$ cat src/rtl/sevenseg_scan_pkg.sv
// Shared constants for the multiplexed seven-segment display blocks.
package sevenseg_scan_pkg;

   localparam int NUM_DIGITS = 4;

   // All segments off (active-low).
   localparam logic [6:0] SEG_BLANK = 7'h7F;

   // Bit positions inside a {g,f,e,d,c,b,a} segment vector.
   localparam int SEG_A = 0;
   localparam int SEG_B = 1;
   localparam int SEG_C = 2;
   localparam int SEG_D = 3;
   localparam int SEG_E = 4;
   localparam int SEG_F = 5;
   localparam int SEG_G = 6;

   // Active-low hex glyphs, indexed by nibble value.
   localparam logic [6:0] HEX_SEG [16] = '{
      7'b1000000,  // 0
      7'b1111001,  // 1
      7'b0100100,  // 2
      7'b0110000,  // 3
      7'b0011001,  // 4
      7'b0010010,  // 5
      7'b0000010,  // 6
      7'b1111000,  // 7
      7'b0000000,  // 8
      7'b0010000,  // 9
      7'b0001000,  // A
      7'b0000011,  // b
      7'b1000110,  // C
      7'b0100001,  // d
      7'b0000110,  // E
      7'b0001110   // F
   };

endpackage

$ cat src/rtl/sevenseg_scan_hex_to_7seg.sv
// Combinational hex nibble to active-low seven-segment pattern.
module hex_to_7seg
   import sevenseg_scan_pkg::*;
(
   input  logic [3:0] nibble,
   output logic [6:0] seg_n
);

   // Straight table lookup; glyphs live in the shared package.
   always_comb begin
      seg_n = HEX_SEG[nibble];
   end

endmodule

$ cat src/rtl/sevenseg_scan.sv
// Four-digit multiplexed seven-segment driver with frame-aligned updates.
module sevenseg_scan
   import sevenseg_scan_pkg::*;
#(
   parameter int DIV_COUNT = 100000,
   parameter bit LZ_BLANK  = 1'b1
) (
   input  logic        clk,
   input  logic        rst,
   input  logic [15:0] value_in,
   input  logic        load,
   input  logic [3:0]  dp_in,
   output logic [6:0]  seg,
   output logic        dp,
   output logic [3:0]  an,
   output logic        frame_pulse
);

   localparam int              CNT_W    = $clog2(DIV_COUNT);
   localparam logic [CNT_W-1:0] CNT_LAST = CNT_W'(DIV_COUNT - 1);

   logic [CNT_W-1:0] cnt_reg;
   logic [1:0]       idx_reg;
   logic [15:0]      disp_val_reg;
   logic [3:0]       disp_dp_reg;
   logic [15:0]      pend_val_reg;
   logic [3:0]       pend_dp_reg;
   logic             pending_reg;
   logic             frame_pulse_reg;
   logic [6:0]       seg_reg;
   logic             dp_reg;
   logic [3:0]       an_reg;

   logic             tick;
   logic             boundary;
   logic [3:0]       blank_vec;
   logic [3:0]       nibble_sel;
   logic [6:0]       seg_dec;

   assign tick     = (cnt_reg == CNT_LAST);
   assign boundary = tick && (idx_reg == 2'd3);

   // Leading-zero blanking: digit k>0 goes dark when it and every digit
   // above it are zero, unless its decimal point is lit.
   generate
      for (genvar gi = 0; gi < NUM_DIGITS; gi++) begin : g_blank
         if (gi == 0) begin : g_first
            assign blank_vec[gi] = 1'b0;
         end else begin : g_upper
            assign blank_vec[gi] = LZ_BLANK &&
                                   (disp_val_reg[15:gi*4] == '0) &&
                                   !disp_dp_reg[gi];
         end
      end
   endgenerate

   assign nibble_sel = disp_val_reg[{idx_reg, 2'b00} +: 4];

   hex_to_7seg u_hex_to_7seg (
      .nibble (nibble_sel),
      .seg_n  (seg_dec)
   );

   // Slot prescaler and digit index; index steps once per slot.
   always_ff @(posedge clk) begin
      if (rst) begin
         cnt_reg <= '0;
         idx_reg <= 2'd0;
      end else begin
         if (tick) begin
            cnt_reg <= '0;
            idx_reg <= idx_reg + 2'd1;
         end else begin
            cnt_reg <= cnt_reg + 1'b1;
         end
      end
   end

   // Shadow register: loads park in pend_* and are committed only at a
   // frame boundary; a load on the boundary itself goes straight through.
   always_ff @(posedge clk) begin
      if (rst) begin
         disp_val_reg    <= '0;
         disp_dp_reg     <= '0;
         pend_val_reg    <= '0;
         pend_dp_reg     <= '0;
         pending_reg     <= 1'b0;
         frame_pulse_reg <= 1'b0;
      end else begin
         frame_pulse_reg <= boundary;
         if (boundary) begin
            pending_reg <= 1'b0;
            if (load) begin
               disp_val_reg <= value_in;
               disp_dp_reg  <= dp_in;
            end else if (pending_reg) begin
               disp_val_reg <= pend_val_reg;
               disp_dp_reg  <= pend_dp_reg;
            end
         end else if (load) begin
            pend_val_reg <= value_in;
            pend_dp_reg  <= dp_in;
            pending_reg  <= 1'b1;
         end
      end
   end

   // Registered drive of anodes/segments for the currently indexed digit.
   always_ff @(posedge clk) begin
      if (rst) begin
         an_reg  <= 4'hF;
         seg_reg <= SEG_BLANK;
         dp_reg  <= 1'b1;
      end else if (blank_vec[idx_reg]) begin
         an_reg  <= 4'hF;
         seg_reg <= SEG_BLANK;
         dp_reg  <= 1'b1;
      end else begin
         an_reg  <= ~(4'b0001 << idx_reg);
         seg_reg <= seg_dec;
         dp_reg  <= ~disp_dp_reg[idx_reg];
      end
   end

   assign seg         = seg_reg;
   assign dp          = dp_reg;
   assign an          = an_reg;
   assign frame_pulse = frame_pulse_reg;

endmodule
$ cat config.mk
export PLATFORM = sky130hd
export DESIGN_NAME = sevenseg_scan
export DESIGN_NICKNAME = d
export VERILOG_FILES = /design/src/rtl/sevenseg_scan_pkg.sv /design/src/rtl/sevenseg_scan_hex_to_7seg.sv /design/src/rtl/sevenseg_scan.sv
export SDC_FILE = /design/constraint.sdc
export NUM_CORES = 1
export LEC_CHECK = 0
export ABC_AREA = 1
export CAP_MARGIN = 25
export CORE_MARGIN = 2
export CORE_UTILIZATION = 50
export DETAILED_ROUTE_END_ITERATION = 8
export GPL_ROUTABILITY_DRIVEN = 0
export PLACE_DENSITY_LB_ADDON = 0.1
export SYNTH_ARGS = -nofsm -noshare
export SYNTH_HDL_FRONTEND = slang
export SYNTH_SLANG_ARGS = --single-unit
export TNS_END_PERCENT = 100
$ cat constraint.sdc
create_clock -name clk -period 1.8 [get_ports clk]
set_input_delay 0.27 -clock clk [delete_from_list [all_inputs] [get_ports clk]]
set_output_delay 0.27 -clock clk [all_outputs]
set_load 0.005 [all_outputs]
==> flow_metrics.env, run 1 <==
export IMPL_status="complete, no violations"
export IMPL_cpMaxStageDelayCell="dfxtp_4"
export IMPL_synth_fa_ha_area_share_pct=3.621
export IMPL_setup_violations=0
export IMPL_synth_compound_area_share_pct=6.550
export IMPL_dr_total_vias=3480
export IMPL_p_leak_nw=2.123
export IMPL_largest_reg_flops=17
export IMPL_crit_path_start="cnt_reg[0]"
export IMPL_min_period_over_period_pct=95.50
export IMPL_die_h_um=91.19
export IMPL_crit_family="simple AND/OR/NAND/NOR gates"
export IMPL_async_reset_ff_share_pct=0
export IMPL_cts_root_buf="clkbuf_8"
export IMPL_syn_area_per_cell_um2=6.812
export IMPL_vdd_drop_max_v=0.0004400
export IMPL_drive_gt1_share_pct=10.87
export IMPL_muxShareOfSynthArea_pct=5.267
export IMPL_numCtsBuffers=9
export IMPL_synth_nets=592
export IMPL_ant_nets=0
export IMPL_synth_most_common_cell="nand2_1"
export IMPL_power_mw=3.094
export IMPL_grt_first_pass_wirelength_um=13810
export IMPL_cp_cell_sequence="ha_4 -> nand2_2 -> nor2_2 -> nand3_2 -> nor2_4 -> nand3_4 -> clkbuf_16 -> a21oi_1 -> nor2_1"
export IMPL_ys_warn_count=0
export IMPL_dp_cells=682
export IMPL_worst_hold_slack_ns=0.2740
export IMPL_multi_input_area_um2=1917
export IMPL_antenna_found_initial=0
export IMPL_synth_area_top_cells="dfxtp_1, nand2_1, inv_1, nor2_1, nand3_1"
export IMPL_fp_coreArea_um2=7292
export IMPL_ios=36
export IMPL_finalHoldViolations=0
export IMPL_critPathCaptureType="register"
export IMPL_h_tree_depth=3
export IMPL_synth_common_cells="nand2_1, inv_1, nor2_1, dfxtp_1, nand3_1"
export IMPL_yosysUniqueCellTypes=28
export IMPL_r2r_end="pend_val_reg[1]"
export IMPL_wl_per_cell_um=12.01
export IMPL_hpwl_um=5478
export IMPL_synth_top_area_cell="dfxtp_1"
export IMPL_cp_data_required_time_ns=2.05
export IMPL_drc_errors=0
export IMPL_synthSimpleGateAreaFrac_pct=32.46
export IMPL_start_kind="register"
export IMPL_whs_path_depth=3
export IMPL_cts_num_sinks=73
export IMPL_utilization_pct=63.83
export IMPL_crit_buf_inv=1
export IMPL_fp_row_count=31
export IMPL_first_pass_iters=4
export IMPL_start_util_pct=52.13
export IMPL_worst_ep_arrival_time_ns=1.97
export IMPL_critical_path_max_fanout=10
export IMPL_synth_top_area_share_pct=38.45
export IMPL_synth_top_family_by_area="simple AND/OR/NAND/NOR gates"
export IMPL_reg2reg_slack_ns=0.08
export IMPL_synth_edf_count=0
export IMPL_cts_hold_buf=0
export IMPL_post_route_min_period_ns=1.719
export IMPL_worst_slew_pin_slew_ns=0.5126
export IMPL_slowest_delay_ns=0.37
export IMPL_pwr_density_cell_nw_per_um2=664.7
export IMPL_ys_seq_area_share_pct=38.45
export IMPL_ys_ff_latch=73
export IMPL_nNetsFinal=636
export IMPL_cts_tree="built"
export IMPL_grt_overflow_total=0
export IMPL_timing_rr_start="cnt_reg[0]"
export IMPL_area_growth_pct=22.45
export IMPL_syn_inst=558
export IMPL_grt_pass1_vias=3245
export IMPL_drv_cap=0
export IMPL_synth_xor_area_share_pct=1.382
export IMPL_dp_slack_ns=-0.002090
export IMPL_dieArea_um2=8316
export IMPL_cp_depth=9
export IMPL_wl_um=8476
export IMPL_slew_headroom_pct=65.56
export IMPL_max_freq_ghz=0.5817
export IMPL_fin_skew_ns=0.01676
export IMPL_worst_r2r_path_depth=9
export IMPL_grt_max_degree=58
export IMPL_setup_slack_ns=0.08102
export IMPL_antenna_cells=0
export IMPL_ff_latch_area_um2=1474
export IMPL_finalNonFillerCells=706
export IMPL_critPathKind="register to register"
export IMPL_die_w_um=91.19
export IMPL_fillers=687
export IMPL_synth_ff_type="dfxtp_1"
export IMPL_clock_latency_ns=0.36
export IMPL_grt_total_usage_pct=20.06
export IMPL_hold_path_class="primary input to register"
export IMPL_syn_area_um2=3801
export IMPL_crit_end="pend_val_reg[1]"
export IMPL_cts_buffer_depth=2
export IMPL_port_buffers=35
export IMPL_drt_vias_per_instance=4.929
export IMPL_report_final_slew_viol_count=0
export IMPL_drt_iter0_drc=165
export IMPL_path_clk_slew_ns=0.09
==> how the worst min path moves through the flow <==
stage / start / end / slack, ns
5_1_grt: load / pend_dp_reg[3] / 0.30
2_1_floorplan: rst / frame_pulse / 0.34
6_report: load / pending_reg / 0.27
3_5_place_dp: cnt_reg[0] / cnt_reg[0] / 0.44
4_1_cts: load / pending_reg / 0.27
3_3_place_gp: cnt_reg[0] / cnt_reg[0] / 0.43
==> cell type report <==
| cell class | count | area share, % |
|---|---|---|
| clock inverter | 6 | 0.9409 |
| multi-input combinational | 370 | 41.18 |
| sequential | 73 | 31.67 |
| clock buffer | 10 | 2.742 |
| tap | 99 | 2.661 |
| inverter | 87 | 7.016 |
| timing repair buffer | 61 | 13.79 |
==> kinds of logic (layout without fill, tap and decap cells) <==
family | after synthesis | after routing
AND/OR/NAND/NOR | 285 | 285
buffers and inverters | 115 | 164
flip-flops | 73 | 73
AO/OA/AOI/OAI | 48 | 48
multiplexers | 20 | 20
adder cells (fa/ha/maj) | 11 | 11
XOR/XNOR | 6 | 6
==> worst reg2reg max path: stages, from the launching register on <==
cell and delay [ns]:
dfxtp_4 0.37, ha_4 0.14, nand2_2 0.05, nor2_2 0.16, nand3_2 0.10, nor2_4 0.14, nand3_4 0.18, clkbuf_16 0.25
a21oi_1 0.14, nor2_1 0.06
==> stage by stage <==
| step | instance area [µm²] | TNS, ns |
|---|---|---|
| 2_1_floorplan | 3801 | 0 |
| 3_3_place_gp | 4303 | 0 |
| 3_5_place_dp | 4303 | -0.003517 |
| 4_1_cts | 4477 | 0 |
| 5_1_grt | 4654 | -0.07935 |
| 6_report | 4654 | 0 |
==> cells in the final DEF (no fill, tap or decap), types with 4 or more instances in the layout <==
cell type / instances
a21oi_1: 26
buf_4: 17
clkbuf_8: 9
clkdlybuf4s50_1: 34
dfxtp_1: 69
ha_1: 10
inv_1: 82
inv_2: 5
mux2i_1: 20
nand2_1: 116
nand2_2: 5
nand3_1: 46
nand4_1: 26
nor2_1: 78
nor2_2: 4
nor3_1: 4
o21ai_0: 11
o21ai_1: 5
==> layer usage <==
| metal | track usage [%] | wire [µm] | vias to the layer above |
|---|---|---|---|
| met3 | 3.402 | 336 | 19 |
| met1 | 24.47 | 4006 | 1527 |
| met4 | 9.975 | 232 | 0 |
| li1 | - | - | 1850 |
| met5 | 0 | 0 | - |
| met2 | 34.07 | 3902 | 84 |
==> where the power goes <==
group / internal (mW) / switching [mW]
registers: 1.66 / 0.0231
clock network: 0.505 / 0.640
logic: 0.135 / 0.133
total: 2.30 / 0.796
==> repair_timing <==
action | CTS | global route
buffers inserted | 0 | 3
gates cloned | 0 | 5
resized for setup | 1 | 18
endpoints found under the setup margin | 4 | 35
pin swaps | 0 | 4
Power figures use the tool's default switching activity.
==> run 2: changes to the inputs <==
Settings changed: CELL_PAD_IN_SITES_DETAIL_PLACEMENT from default to 1, CELL_PAD_IN_SITES_GLOBAL_PLACEMENT from default to 1, CORE_UTILIZATION 50 to 41, SETUP_SLACK_MARGIN from default to 0.4.
Clock period 1.8 ns to 1.7 ns, I/O delays scaled along.
==> run 2 against run 1 <==
The flow now finishes with violations (setup timing); sequential share of layout area decreased by 4.8 points; clock skew decreased by 0.0086 ns; via count is 13% higher; combinational power increased by 25%; fmax grew 0.58%; sequential cell count stayed put; routed wire length up 55%; worst setup slack got worse by 0.090 ns; cell count rose by 4.2%; hold slack lost 0.075 ns; first-iteration DRC count is 52% lower; sequential power up 7%; largest cell class unchanged; highest routed layer unchanged.
==> flow_metrics.env, run 2 (synthesis results as in run 1) <==
export IMPL_seqPwrFrac_pct=48.1
export IMPL_worst_ep_arrival_time_ns=1.98
export IMPL_slew_headroom_pct=75.25
export IMPL_cts_tree="built"
export IMPL_post_route_min_period_ns=1.709
export IMPL_antenna_cells=0
export IMPL_p_clk_share_pct=42.9
export IMPL_p_leak_nw=2.407
export IMPL_cts_num_sinks=73
export IMPL_dieArea_um2=10060
export IMPL_min_period_over_period_pct=100.5
export IMPL_antenna_found_initial=0
export IMPL_finalHoldViolations=0
export IMPL_drv_cap=0
export IMPL_critPathCaptureType="register"
export IMPL_whs_path_depth=3
export IMPL_pwr_density_cell_nw_per_um2=675.0
export IMPL_hpwl_um=6682
export IMPL_worst_slew_pin_slew_ns=0.3674
export IMPL_start_kind="register"
export IMPL_setup_violations=2
export IMPL_dr_total_vias=3923
export IMPL_crit_path_start="cnt_reg[0]"
export IMPL_power_mw=3.715
export IMPL_drt_vias_per_instance=5.330
export IMPL_worst_hold_slack_ns=0.1991
export IMPL_rsz0062_at_grt="true"
export IMPL_final_common_cell="nand2_1"
export IMPL_max_freq_ghz=0.5851
export IMPL_hold_path_class="primary input to register"
export IMPL_nNetsFinal=654
export IMPL_cts_root_buf="clkbuf_8"
export IMPL_critPathKind="register to register"
export IMPL_largest_reg_flops=17
export IMPL_min_to="pending_reg"
export IMPL_fp_coreArea_um2=9109
export IMPL_report_final_slew_viol_count=0
export IMPL_path_clk_slew_ns=0.08
export IMPL_p_int_mw=2.817
export IMPL_setup_tns_ns=-0.01396
export IMPL_worst_r2r_path_depth=11
export IMPL_power_switching_uw=898.5
export IMPL_switching_share_pct=24.18
export IMPL_clock_latency_ns=0.36
export IMPL_wl_um=13140
export IMPL_fillers=1089
export IMPL_numCtsBuffers=9
export IMPL_fin_skew_ns=0.008138
export IMPL_die_h_um=100.3
export IMPL_start_util_pct=41.73
export IMPL_hp_start="load"
export IMPL_fp_row_count=35
export IMPL_grt_total_usage_pct=23.76
export IMPL_timing_rr_start="cnt_reg[0]"
export IMPL_grt_pass1_vias=4000
export IMPL_critical_path_max_fanout=20
export IMPL_status="complete, but fails checks"
export IMPL_first_pass_iters=4
export IMPL_failed_checks="setup timing"
export IMPL_grt_overflow_total=0
export IMPL_drt_iter0_drc=79
export IMPL_dp_slack_ns=0.09725
export IMPL_cts_buffer_depth=2
export IMPL_ios=36
export IMPL_vdd_drop_max_v=0.0004420
export IMPL_drive_gt1_share_pct=28.64
export IMPL_port_buffers=35
export IMPL_r2r_end="disp_val_reg[12]"
export IMPL_cp_data_required_time_ns=1.97
export IMPL_die_w_um=100.3
export IMPL_reg2reg_slack_ns=-0.009
export IMPL_wl_per_cell_um=17.85
export IMPL_area_growth_pct=44.80
export IMPL_drc_errors=0
export IMPL_ant_nets=0
export IMPL_h_tree_depth=3
export IMPL_combPwrFrac_pct=9.0
export IMPL_setup_slack_ns=-0.009044
export IMPL_mostFrequentLayoutCells="nand2_1, inv_1, nor2_1, dfxtp_1, nand3_1"
export IMPL_grt_first_pass_wirelength_um=18940
export IMPL_grt_max_degree=61
run 2: cell types whose count changed in the layout (fill, tap and decap cells not counted), moves of 11 or more:
cell,delta
a21oi_2,+19
dlygate4sd2_1,+13
nand3_2,+11
nand2_2,+19
nand2_1,-25
clkdlybuf4s50_1,-13
a21oi_1,-20
nand3_1,-13
run 2: per-stage QoR:
stage,instances,util [%],cell area [µm²]
floorplan,558,-,4015
global placement,689,48.90,4454
detailed placement,689,48.90,4454
CTS,727,56.58,5154
global route,736,60.43,5504
finish,736,60.43,5504
run 2: cell type report:
type,instances,area [µm²],share of cell area [%]
Clock buffer,11,151.4,2.751
Clock inverter,5,77.57,1.409
Inverter,87,344.1,6.251
Multi-Input combinational cell,371,2364,42.94
Sequential cell,73,1480,26.89
Tap cell,111,138.9,2.523
Timing Repair Buffer,78,948.4,17.23
run 2: worst max-delay path by stage:
stage	end	slack (ns)	cells after the start
final	disp_val_reg[12]	-0.009	11
after floorplan	seg[4]	0.20	11
after CTS	pend_dp_reg[0]	0.10	10
after detailed placement	pend_val_reg[14]	0.1	10
after global placement	seg[0]	0.15	10
after global routing	pend_val_reg[5]	-0.10	10
run 2: metal layers:
metal	wire (µm)	global-route usage, %	part of all wire, %	up-vias
li1	-	-	-	1885
met1	5434	28.44	41	1924
met2	6967	42.95	53	80
met3	382	4.109	2.9	34
met4	354	7.798	2.7	0
met5	0	0	0	-
run 2: power groups by stage:
stage / clock network (mW) / logic (mW) / registers (mW)
2_1_floorplan: 0 / 0.191 / 1.83
3_3_place_gp: 0 / 0.298 / 1.83
3_5_place_dp: 0 / 0.311 / 1.83
4_1_cts: 1.61 / 0.321 / 1.79
5_1_grt: 1.68 / 0.369 / 1.79
6_report: 1.59 / 0.336 / 1.79
run 2: worst max-delay path, stage by stage, from the launching register on:
cell and delay, ns:
dfxtp_2 0.36, ha_4 0.15, nand2_4 0.05, nor2_4 0.09, nand3_2 0.10, nor2_4 0.13
buf_4 0.12, nand4_1 0.12, buf_12 0.21, nand2_2 0.07, inv_1 0.05, nor2_1 0.17
run 2: timing repair:
action | in CTS | in global routing
buffers inserted | 17 | 4
pin swaps | 25 | 30
cloned | 5 | 5
hold buffers | 0 | 0
gates resized for setup | 67 | 63
endpoints found under the setup margin | 86 | 73
hold endpoints to repair | 0 | 0
==> run 3: changes to the inputs <==
Settings changed: SLEW_MARGIN from default to 20.
==> results of run 3 <==
No change in the layout: final DEF, timing and power equal those of run 2.
